`config.mk`:
```
export PLATFORM = sky130hd
export DESIGN_NAME = packet_receiver
export DESIGN_NICKNAME = d
export VERILOG_FILES = /design/src/rtl/eth_pkg.sv /design/src/rtl/rx_crc32.sv /design/src/rtl/packet_receiver.sv
export SDC_FILE = /design/constraint.sdc
export NUM_CORES = 1
export LEC_CHECK = 0
export CELL_PAD_IN_SITES_DETAIL_PLACEMENT = 2
export CELL_PAD_IN_SITES_GLOBAL_PLACEMENT = 2
export CORE_ASPECT_RATIO = 1.75
export CORE_MARGIN = 2
export CORE_UTILIZATION = 30
export DETAILED_ROUTE_END_ITERATION = 7
export GPL_TIMING_DRIVEN = 0
export PLACE_DENSITY_LB_ADDON = 0.1
export SYNTH_ARGS = -nofsm -noshare
export SYNTH_HDL_FRONTEND = slang
export SYNTH_SLANG_ARGS = --single-unit
export TNS_END_PERCENT = 5
```
`constraint.sdc`:
```
create_clock -name clk -period 2.57 [get_ports clk]
set_input_delay 0.3855 -clock clk [delete_from_list [all_inputs] [get_ports clk]]
set_output_delay 0.3855 -clock clk [all_outputs]
set_load 0.01 [all_outputs]
```
`src/rtl/eth_pkg.sv`:
```
// eth_pkg: shared definitions for the RMII packet receiver.
//   rx_state_t      receiver FSM state encoding
//   DIBIT_PRE/SFD   preamble and start-of-frame dibit codes
//   *_BYTES         Ethernet header/frame byte counts
//   CRC_*           CRC-32 polynomial (reflected), init value, good-frame residue
//   BROADCAST_MAC   all-ones destination address
//   bit_reverse32   maps a reflected CRC register to normal bit order
package eth_pkg;

   typedef enum logic [2:0] {
      ST_IDLE     = 3'd0,
      ST_PREAMBLE = 3'd1,
      ST_HEADER   = 3'd2,
      ST_PAYLOAD  = 3'd3,
      ST_DROP     = 3'd4
   } rx_state_t;

   localparam logic [1:0] DIBIT_PRE = 2'b01;
   localparam logic [1:0] DIBIT_SFD = 2'b11;

   localparam int MAC_BYTES             = 6;
   localparam int TYPE_BYTES            = 2;
   localparam int HDR_BYTES             = 2 * MAC_BYTES + TYPE_BYTES;
   localparam int PAYLOAD_CAPTURE_BYTES = 4;
   localparam int FCS_BYTES             = 4;
   localparam int MIN_DATA_BYTES        = 60;
   localparam int MIN_FRAME_BYTES       = MIN_DATA_BYTES + FCS_BYTES;

   localparam logic [31:0] CRC_POLY_REFL = 32'hEDB88320;
   localparam logic [31:0] CRC_INIT      = 32'hFFFFFFFF;
   localparam logic [31:0] CRC_RESIDUE   = 32'hC704DD7B;

   localparam logic [47:0] BROADCAST_MAC = 48'hffff_ffff_ffff;

   // The CRC shift register runs LSB-first, so its contents are the
   // bit-mirror of the conventional (MSB-first) residue constant.
   function automatic logic [31:0] bit_reverse32(input logic [31:0] v);
      logic [31:0] r;
      for (int i = 0; i < 32; i++) begin
         r[i] = v[31-i];
      end
      return r;
   endfunction

endpackage

```
`src/rtl/rx_crc32.sv`:
```
// rx_crc32: dibit-serial Ethernet CRC-32 (reflected 0x04C11DB7).
// Only built when RX_FCS_CHECK_EN is defined.
//   clk    in   clock, posedge
//   rst_n  in   synchronous active-low reset (register -> init value)
//   clr    in   reload init value (start of frame)
//   en     in   absorb din this cycle
//   din    in   2-bit dibit, din[0] is the earlier bit on the wire
//   crc    out  running CRC register, reflected bit order, not inverted
`ifdef RX_FCS_CHECK_EN
module rx_crc32
   import eth_pkg::*;
(
   input  logic        clk,
   input  logic        rst_n,
   input  logic        clr,
   input  logic        en,
   input  logic [1:0]  din,
   output logic [31:0] crc
);

   logic [31:0] crc_next;

   function automatic logic [31:0] crc_step(input logic [31:0] c, input logic b);
      return {1'b0, c[31:1]} ^ ((c[0] ^ b) ? CRC_POLY_REFL : 32'h0);
   endfunction

   always_comb begin
      crc_next = crc_step(crc_step(crc, din[0]), din[1]);
   end

   always_ff @(posedge clk) begin
      if (!rst_n) begin
         crc <= CRC_INIT;
      end else if (clr) begin
         crc <= CRC_INIT;
      end else if (en) begin
         crc <= crc_next;
      end
   end

endmodule
`endif

```
`src/rtl/packet_receiver.sv`:
```
// packet_receiver: RMII (LAN8720) receive path.
// Locks on preamble/SFD, filters on destination MAC, captures source MAC,
// EtherType and the first four payload bytes, checks length, alignment and
// (optionally) FCS, then reports one result pulse per frame.
// Optional feature macro: RX_FCS_CHECK_EN (CRC-32 check over the frame).
//   clk        in   RMII REF_CLK, 50 MHz, posedge
//   rst_n      in   synchronous active-low reset
//   rx         in   RXD[1:0], LSB-first dibits
//   rx_dv      in   CRS_DV used as data-valid
//   data       out  payload bytes 0..3, data[7:0] = first payload byte
//   src_mac    out  source MAC, first wire byte in [47:40]
//   ethertype  out  EtherType, first wire byte in [15:8]
//   valid      out  1-cycle pulse: frame accepted, outputs updated same cycle
//   frame_drop out  1-cycle pulse: frame rejected after SFD
//   busy       out  high whenever the FSM is not idle
//
// state       | meaning
// ST_IDLE     | waiting for a preamble dibit (only after rx_dv seen low)
// ST_PREAMBLE | counting 01 dibits, waiting for SFD dibit 11
// ST_HEADER   | bytes 0..13: destination filter, source MAC, EtherType
// ST_PAYLOAD  | byte 14 onward: capture 4 bytes, count the rest
// ST_DROP     | frame rejected, ignore rx until rx_dv falls
module packet_receiver
   import eth_pkg::*;
#(
   parameter logic [47:0] OWN_MAC          = 48'he86a64e7e830,
   parameter bit          ACCEPT_BROADCAST = 1'b1,
   parameter int          MIN_PREAMBLE     = 4,
   parameter int          MAX_FRAME_BYTES  = 1518
) (
   input  logic        clk,
   input  logic        rst_n,
   input  logic [1:0]  rx,
   input  logic        rx_dv,
   output logic [31:0] data,
   output logic [47:0] src_mac,
   output logic [15:0] ethertype,
   output logic        valid,
   output logic        frame_drop,
   output logic        busy
);

   localparam int              PRE_W     = $clog2(MIN_PREAMBLE + 2);
   localparam logic [PRE_W-1:0] PRE_MIN  = PRE_W'(MIN_PREAMBLE);
   localparam logic [10:0]     CNT_MAX   = 11'(MAX_FRAME_BYTES);
   localparam logic [10:0]     CNT_SAT   = 11'(MAX_FRAME_BYTES + 1);
   localparam logic [10:0]     CNT_MIN   = 11'(MIN_FRAME_BYTES);
   localparam logic [10:0]     DEST_END  = 11'(MAC_BYTES);
   localparam logic [10:0]     DEST_LAST = 11'(MAC_BYTES - 1);
   localparam logic [10:0]     SRC_END   = 11'(2 * MAC_BYTES);
   localparam logic [10:0]     HDR_END   = 11'(HDR_BYTES);
   localparam logic [10:0]     HDR_LAST  = 11'(HDR_BYTES - 1);
   localparam logic [10:0]     CAP_END   = 11'(HDR_BYTES + PAYLOAD_CAPTURE_BYTES);

   rx_state_t          state;
   rx_state_t          state_next;
   logic               rx_dv_seen_low;
   logic [PRE_W-1:0]   pre_cnt;
   logic [1:0]         dibit_idx;
   logic [5:0]         byte_sr;
   logic [10:0]        byte_cnt;
   logic               own_match;
   logic               bc_match;
   logic [47:0]        src_sh;
   logic [15:0]        type_sh;
   logic [31:0]        data_sh;

   logic               in_frame;
   logic               byte_done;
   logic [7:0]         byte_val;
   logic [7:0]         own_byte;
   logic [10:0]        cnt_inc;
   logic               own_ok_next;
   logic               bc_ok_next;
   logic               dest_fail;
   logic               len_fail;
   logic               fcs_ok;
   logic               frame_ok;
   logic               sfd_det;
   logic               accept_pulse;
   logic               drop_pulse;

   assign busy = (state != ST_IDLE);

   // ------------------------------------------------------------------
   // Byte assembly and per-byte checks
   // ------------------------------------------------------------------
   assign in_frame  = (state == ST_HEADER) || (state == ST_PAYLOAD);
   assign byte_done = in_frame && rx_dv && (dibit_idx == 2'd3);
   // Dibits 0..2 sit in byte_sr; the current rx completes the byte.
   assign byte_val  = {rx, byte_sr};
   assign cnt_inc   = (byte_cnt == CNT_SAT) ? byte_cnt : byte_cnt + 11'd1;

   always_comb begin
      own_byte = 8'h00;
      case (byte_cnt[2:0])
         3'd0:    own_byte = OWN_MAC[47:40];
         3'd1:    own_byte = OWN_MAC[39:32];
         3'd2:    own_byte = OWN_MAC[31:24];
         3'd3:    own_byte = OWN_MAC[23:16];
         3'd4:    own_byte = OWN_MAC[15:8];
         3'd5:    own_byte = OWN_MAC[7:0];
         default: own_byte = 8'h00;
      endcase
   end

   assign own_ok_next = own_match && (byte_val == own_byte);
   assign bc_ok_next  = bc_match && (byte_val == BROADCAST_MAC[7:0]);
   assign dest_fail   = byte_done && (byte_cnt == DEST_LAST) && !own_ok_next && !bc_ok_next;
   assign len_fail    = byte_done && (cnt_inc > CNT_MAX);

`ifdef RX_FCS_CHECK_EN
   logic [31:0] crc;

   rx_crc32 u_rx_crc32 (
      .clk   (clk),
      .rst_n (rst_n),
      .clr   (sfd_det),
      .en    (in_frame && rx_dv),
      .din   (rx),
      .crc   (crc)
   );

   assign fcs_ok = (bit_reverse32(crc) == CRC_RESIDUE);
`else
   assign fcs_ok = 1'b1;
`endif

   assign frame_ok = (dibit_idx == 2'd0) && (byte_cnt >= CNT_MIN) && fcs_ok;

   // ------------------------------------------------------------------
   // FSM next state
   // ------------------------------------------------------------------
   always_comb begin
      state_next   = state;
      sfd_det      = 1'b0;
      accept_pulse = 1'b0;
      drop_pulse   = 1'b0;
      case (state)
         ST_IDLE: begin
            if (rx_dv && (rx == DIBIT_PRE) && rx_dv_seen_low) begin
               state_next = ST_PREAMBLE;
            end
         end
         ST_PREAMBLE: begin
            if (!rx_dv) begin
               state_next = ST_IDLE;
            end else if (rx == DIBIT_PRE) begin
               state_next = ST_PREAMBLE;
            end else if ((rx == DIBIT_SFD) && (pre_cnt >= PRE_MIN)) begin
               state_next = ST_HEADER;
               sfd_det    = 1'b1;
            end else begin
               state_next = ST_DROP;
            end
         end
         ST_HEADER, ST_PAYLOAD: begin
            if (!rx_dv) begin
               state_next   = ST_IDLE;
               accept_pulse = frame_ok;
               drop_pulse   = !frame_ok;
            end else if (dest_fail || len_fail) begin
               state_next = ST_DROP;
               drop_pulse = 1'b1;
            end else if ((state == ST_HEADER) && byte_done && (byte_cnt == HDR_LAST)) begin
               state_next = ST_PAYLOAD;
            end
         end
         ST_DROP: begin
            if (!rx_dv) begin
               state_next = ST_IDLE;
            end
         end
         default: state_next = ST_IDLE;
      endcase
   end

   // ------------------------------------------------------------------
   // State, counters, shadow and output registers
   // ------------------------------------------------------------------
   always_ff @(posedge clk) begin
      if (!rst_n) begin
         state          <= ST_IDLE;
         rx_dv_seen_low <= 1'b0;
         pre_cnt        <= '0;
         dibit_idx      <= 2'd0;
         byte_sr        <= 6'd0;
         byte_cnt       <= 11'd0;
         own_match      <= 1'b0;
         bc_match       <= 1'b0;
         src_sh         <= 48'd0;
         type_sh        <= 16'd0;
         data_sh        <= 32'd0;
         data           <= 32'd0;
         src_mac        <= 48'd0;
         ethertype      <= 16'd0;
         valid          <= 1'b0;
         frame_drop     <= 1'b0;
      end else begin
         state      <= state_next;
         valid      <= accept_pulse;
         frame_drop <= drop_pulse;

         if (!rx_dv) begin
            rx_dv_seen_low <= 1'b1;
         end

         // The dibit that moves IDLE -> PREAMBLE is the first preamble dibit.
         if (state == ST_IDLE) begin
            pre_cnt <= PRE_W'(1);
         end else if ((state == ST_PREAMBLE) && rx_dv && (rx == DIBIT_PRE) && (pre_cnt < PRE_MIN)) begin
            pre_cnt <= pre_cnt + PRE_W'(1);
         end

         if (sfd_det) begin
            dibit_idx <= 2'd0;
            byte_cnt  <= 11'd0;
            own_match <= 1'b1;
            bc_match  <= ACCEPT_BROADCAST;
         end else if (in_frame && rx_dv) begin
            dibit_idx <= dibit_idx + 2'd1;
            byte_sr   <= {rx, byte_sr[5:2]};
            if (byte_done) begin
               byte_cnt <= cnt_inc;
               if (byte_cnt < DEST_END) begin
                  own_match <= own_ok_next;
                  bc_match  <= bc_ok_next;
               end else if (byte_cnt < SRC_END) begin
                  src_sh <= {src_sh[39:0], byte_val};
               end else if (byte_cnt < HDR_END) begin
                  type_sh <= {type_sh[7:0], byte_val};
               end else if (byte_cnt < CAP_END) begin
                  data_sh <= {byte_val, data_sh[31:8]};
               end
            end
         end

         if (accept_pulse) begin
            data      <= data_sh;
            src_mac   <= src_sh;
            ethertype <= type_sh;
         end
      end
   end

endmodule

```
[Word-level counts from Yosys, hierarchy flattened]
Index checks and enable logic that the tools add are counted.
Storage, ports and cells
  register bits: 222
Cells by class
  $add $sub $neg: 3
  magnitude comparators: 8
  equality and inequality tests: 20
  muxes and demuxes: 29
  bitwise operators: 5
  reduce and logical (&&, ||, !) cells: 42
Operators by type and width (count)
  one-hot mux 8 bit (5 select lines): 1
  2-to-1 mux 3 bit: 8
  less-than comparator 11 x 4 -> 1 bit, second input constant: 2
  2-to-1 mux 1 bit: 18
  logical AND 1 bit: 17
  == test 3 x 2 -> 1 bit, second input constant: 4
  one-hot mux 3 bit (4 select lines): 1
  adder 11 x 1 -> 11 bit, second input constant: 1
  == test 11 bit, second input constant: 1
  == test 11 x 3 -> 1 bit, second input constant: 1
  == test 11 x 4 -> 1 bit, second input constant: 1
  >= comparator 11 x 7 -> 1 bit, second input constant: 1
  > comparator 11 bit, second input constant: 1
  less-than comparator 11 x 3 -> 1 bit, second input constant: 1
  less-than comparator 11 x 5 -> 1 bit, second input constant: 1
  2-to-1 mux 11 bit: 1
  == test 3 bit, second input constant: 3
  == test 8 bit: 1
  == test 8 bit, second input constant: 1
  nonzero test 2 bit: 4
  OR reduction 2 bit: 4
  AND reduction 7 bit: 1
  == test 3 x 1 -> 1 bit, second input constant: 2
  zero test 3 bit: 2
  other kinds (17): 29

[Logic depth before layout (Yosys ltp)]
  word-level depth: 12
  gate-level depth with buffers: 10

[Least setup slack after synthesis]
Ideal clock, no wire load.
  kind: reg2reg
  start: register byte_cnt[1]
  end: register frame_drop
  data arrival time: 2.187 ns
  data required time: 2.450 ns
  slack: 0.263 ns
  cell stages (with the launch flop): 11
  buffers on the path: 2
  clock period less this slack: 2.307 ns
  cells stage by stage: dfxtp_1 buf_2 inv_1 ha_1 clkbuf_1 or2_2 a21oi_1 o211ai_1 a211oi_1 nor4_1 a211o_1
Between the ends
  cells in the longest elaborated chain, start to end: 11
  elaborated cells between the ends (all ways): 26
  those cells by class: 1 x add/sub; 2 x order compare; 8 x eq/ne; 4 x mux; 11 x reduce/logical
RTL lines
  start, declared: RTL line packet_receiver.sv:61  | logic [10:0] byte_cnt;
  start signal, assigned: RTL line packet_receiver.sv:224  | byte_cnt <= cnt_inc;
  parallel branches: the longest is 10 deep, another holds adder 11 x 1 -> 11 bit
  2-to-1 mux 1 bit (*): RTL line packet_receiver.sv:158  | if (!rx_dv) begin
  end signal, assigned: RTL line packet_receiver.sv:202  | frame_drop <= drop_pulse;
  end, declared: RTL line packet_receiver.sv:39  | output logic frame_drop,
Mark *: on every way between the ends.
A chain may end at the register's enable or synchronous reset.

[Worst setup path after layout]
  start: register byte_cnt[6]
  end: register src_sh[44]
Between the ends
  cells in the longest elaborated chain, start to end: 3
  elaborated cells between the ends (all ways): 4
  those cells by class: 2 x order compare; 1 x bitwise; 1 x reduce/logical
RTL lines
  less-than comparator 11 x 3 -> 1 bit: RTL line packet_receiver.sv:225  | if (byte_cnt < DEST_END) begin
  NOT 1 bit (no line)
  AND reduction 5 bit (no line) (*)
  end signal, assigned: RTL line packet_receiver.sv:229  | src_sh <= {src_sh[39:0], byte_val};
  end, declared: RTL line packet_receiver.sv:64  | logic [47:0] src_sh;
Every way passes the cells marked *; elsewhere a longest branch is shown, timed or not.

==> results.sh <==
export IMPL_cts_path_max_buffers=3
export IMPL_cts_tree="done"
export IMPL_critPathCapture="src_sh[44]"
export IMPL_ff2ff_path_depth=8
export IMPL_multi_input_area_um2=3640
export IMPL_place_hpwl_um=20600
export IMPL_grt_max_degree=15
export IMPL_worst_path_largest_cell_delay_ns=0.57
export IMPL_crit_start="byte_cnt[6]"
export IMPL_vias_per_cell=4.79
export IMPL_final_antenna_net_count=0
export IMPL_numPortBuffers=100
export IMPL_layout_nets=1184
export IMPL_crit_family="simple AND/OR/NAND/NOR gates"
export IMPL_ir_worst_vdd_mv=0.768
export IMPL_cp_arrival_ns=2.86
export IMPL_path_class="reg2reg"
export IMPL_worst_slew_pin_slew_ns=0.708
export IMPL_die_area_um2=29600
export IMPL_grt_antenna_before_repair=0
export IMPL_track_usage_pct=18.7
export IMPL_power_density_nw_per_um2=647
export IMPL_rrSetupSlack_ns=0.08
export IMPL_hold_violations=0
export IMPL_timing_rr_end="src_sh[44]"
export IMPL_drc=0
export IMPL_synthTopCellsByArea="dfxtp_1 53%, nand2_1 16%, a21oi_1 11%"
export IMPL_yosysTopAreaCell="dfxtp_1"
export IMPL_yosys_top_cells_count="353 x nand2_1, 222 x dfxtp_1, 182 x a21oi_1"
export IMPL_crit_required_ns=2.94
export IMPL_grt_pass1_vias=7932
export IMPL_place_congestion=0.793
export IMPL_synthFlopType="dfxtp_1"
export IMPL_yosysWarningCount=0
export IMPL_cp_depth=8
export IMPL_rsz0062_at_grt="yes"
export IMPL_cp_slowest_cell="or4_4"
export IMPL_area_delta_synth_final_pct=27.4
export IMPL_worst_path_most_repeated_cell="nand2_1"
export IMPL_dr_pass1_iters=4
export IMPL_routed_wl_um=27300
export IMPL_path_cells="or4_4 -> nor4_4 -> and2b_1 -> nand2_1 -> clkbuf_2 -> clkbuf_1 -> nand2_1 -> a21oi_1"
export IMPL_power_leakage_nw=3.76
export IMPL_gr_total_overflow=0
export IMPL_synth_edf_count=0
export IMPL_drt_iter0_drc=204
export IMPL_synth_top_area_share_pct=52.6
export IMPL_synth_most_common_cell="nand2_1"
export IMPL_cts_sinks=222
export IMPL_end_kind="flip-flop"
export IMPL_synth_nets=1057
export IMPL_ctsHoldBuffers=0
export IMPL_clkTransAtPathRegs_ns=0.06
export IMPL_grt_pass1_wl_um=43100
export IMPL_synth_seq_cells=222
export IMPL_seq_area_um2=4450
export IMPL_row_count=81
export IMPL_synth_cell_types=51
export IMPL_ctsRootBufferMaster="clkbuf_16"
export IMPL_final_period_utilization_pct=96.7
export IMPL_timing_fmax_ghz=0.402
export IMPL_start_util_pct=30.3
export IMPL_cap_viol_max_count=0
export IMPL_path_buf_inv=2
export IMPL_start_kind="flip-flop"
export IMPL_dr_total_vias=7470
export IMPL_die_h_um=226
export IMPL_num_fill_cells=3211
export IMPL_post_route_util_pct=38.6
export IMPL_total_power_mw=6.97
export IMPL_cts_buffers=22
export IMPL_die_w_um=131
export IMPL_path_max_fanout=10
export IMPL_ys_seq_area_share_pct=52.6
export IMPL_async_flop_share_pct=0
export IMPL_finalMaxSlewViolations=0
export IMPL_wl_per_cell_um=17.5
export IMPL_netlist_instances=1044
export IMPL_hp_class="in2reg"
export IMPL_clk_latency_ns=0.51
export IMPL_htreeDepth=1
export IMPL_finClkSkew_ns=0.00810
export IMPL_synth_avg_cell_area_um2=8.09
export IMPL_outcome="finished clean"
export IMPL_finalCriticalPeriod_ns=2.49
export IMPL_io_pins=104
export IMPL_n_antenna_cell=0
export IMPL_synth_cell_area_um2=8450
export IMPL_reg2reg_from="byte_cnt[6]"
export IMPL_setup_violations=0
export IMPL_coreArea_um2=27900
export IMPL_drive_gt1_share_pct=7.00
export IMPL_stdcell_area_um2=10800
export IMPL_placed_area_um2=9910
export IMPL_slew_headroom_pct=52.8
[how the worst min path moves through the flow]
| stage | cells past startpoint | end | start | slack, ns |
|---|---|---|---|---|
| finish | 2 | rx_dv_seen_low | rx_dv | 0.21 |
| global route | 2 | rx_dv_seen_low | rx_dv | 0.23 |
| CTS | 2 | rx_dv_seen_low | rx_dv | 0.20 |
| detailed placement | 2 | src_mac[36] | src_mac[36] | 0.45 |
| global placement | 2 | rx_dv_seen_low | rx_dv_seen_low | 0.44 |
| floorplan | 2 | rx_dv_seen_low | rx_dv_seen_low | 0.42 |
[per-layer routing]
| layer | GRT usage [%] | vias to the layer above | wire length [um] |
|---|---|---|---|
| li1 | - | 3694 | - |
| met1 | 19.8 | 3666 | 10200 |
| met2 | 37.9 | 83 | 16000 |
| met3 | 2.13 | 27 | 666 |
| met4 | 4.77 | 0 | 490 |
| met5 | 0 | - | 0 |
[cells by family (layout without fill, tap and decap cells)]
logic type	Yosys count	after routing	share of synthesized area (%)
adders and majority gates	8	8	1.19
DFF	222	222	52.6
AOI/OAI and AO/OA	217	217	13.6
muxes	33	33	3.93
buffers and inverters	91	233	4.80
xor gates and xnor gates	11	11	1.14
and+or+nand+nor	462	462	22.8
[flip-flops by register name (all words and copies together) (netlist names)]
name,count
own_match,1
src_sh,48
ethertype,16
pre_cnt,3
type_sh,16
rx_dv_seen_low,1
dibit_idx,2
byte_cnt,11
frame_drop,1
data,32
bc_match,1
src_mac,48
data_sh,32
state,3
valid,1
byte_sr,6
[placed cells by master (no fill, tap or decap), drive strengths merged, types with 4 or more instances in the layout]
cell type	count
a211oi	4
a21oi	182
buf	35
clkbuf	79
clkdlybuf4s50	100
dfxtp	222
ha	8
inv	13
mux2i	32
nand2	353
nand3	8
nand4	6
nor2	52
nor3	7
o21ai	13
or3	7
xnor2	5
xor2	6
[layout make-up]
type                            count  area share, %
Multi-Input combinational cell    731           33.8
Timing Repair Buffer              103           9.51
Sequential cell                   222           41.3
Inverter                           13          0.453
Tap cell                          373           4.34
Clock buffer                       33           6.07
Clock inverter                      6          0.977
Buffer                             78           3.48
[power breakdown]
part           switching [mW]  total (mW)  internal [mW]  leakage, nW
logic                  0.0854       0.100         0.0150         1.60
registers             0.00111        3.44           3.44         1.79
clock network            1.37        3.42           2.05        0.373
[what timing repair did]
action,in CTS,in global routing
buffers inserted,1,2
resized for setup,9,16
setup endpoints to repair,120,24
pin swaps,1,3
[through the flow]
stage / setup TNS, ns / setup WS [ns] / hold slack (ns) / instances
2_1_floorplan: 0 / 0.263 / 0.422 / 1044
3_3_place_gp: -30.80 / -0.597 / 0.437 / 1517
3_5_place_dp: -35.56 / -0.614 / 0.448 / 1517
4_1_cts: 0 / 0.00353 / 0.200 / 1557
5_1_grt: -0.218 / -0.0337 / 0.228 / 1559
6_report: 0 / 0.0849 / 0.214 / 1559
(Power assumes the default switching activity.)
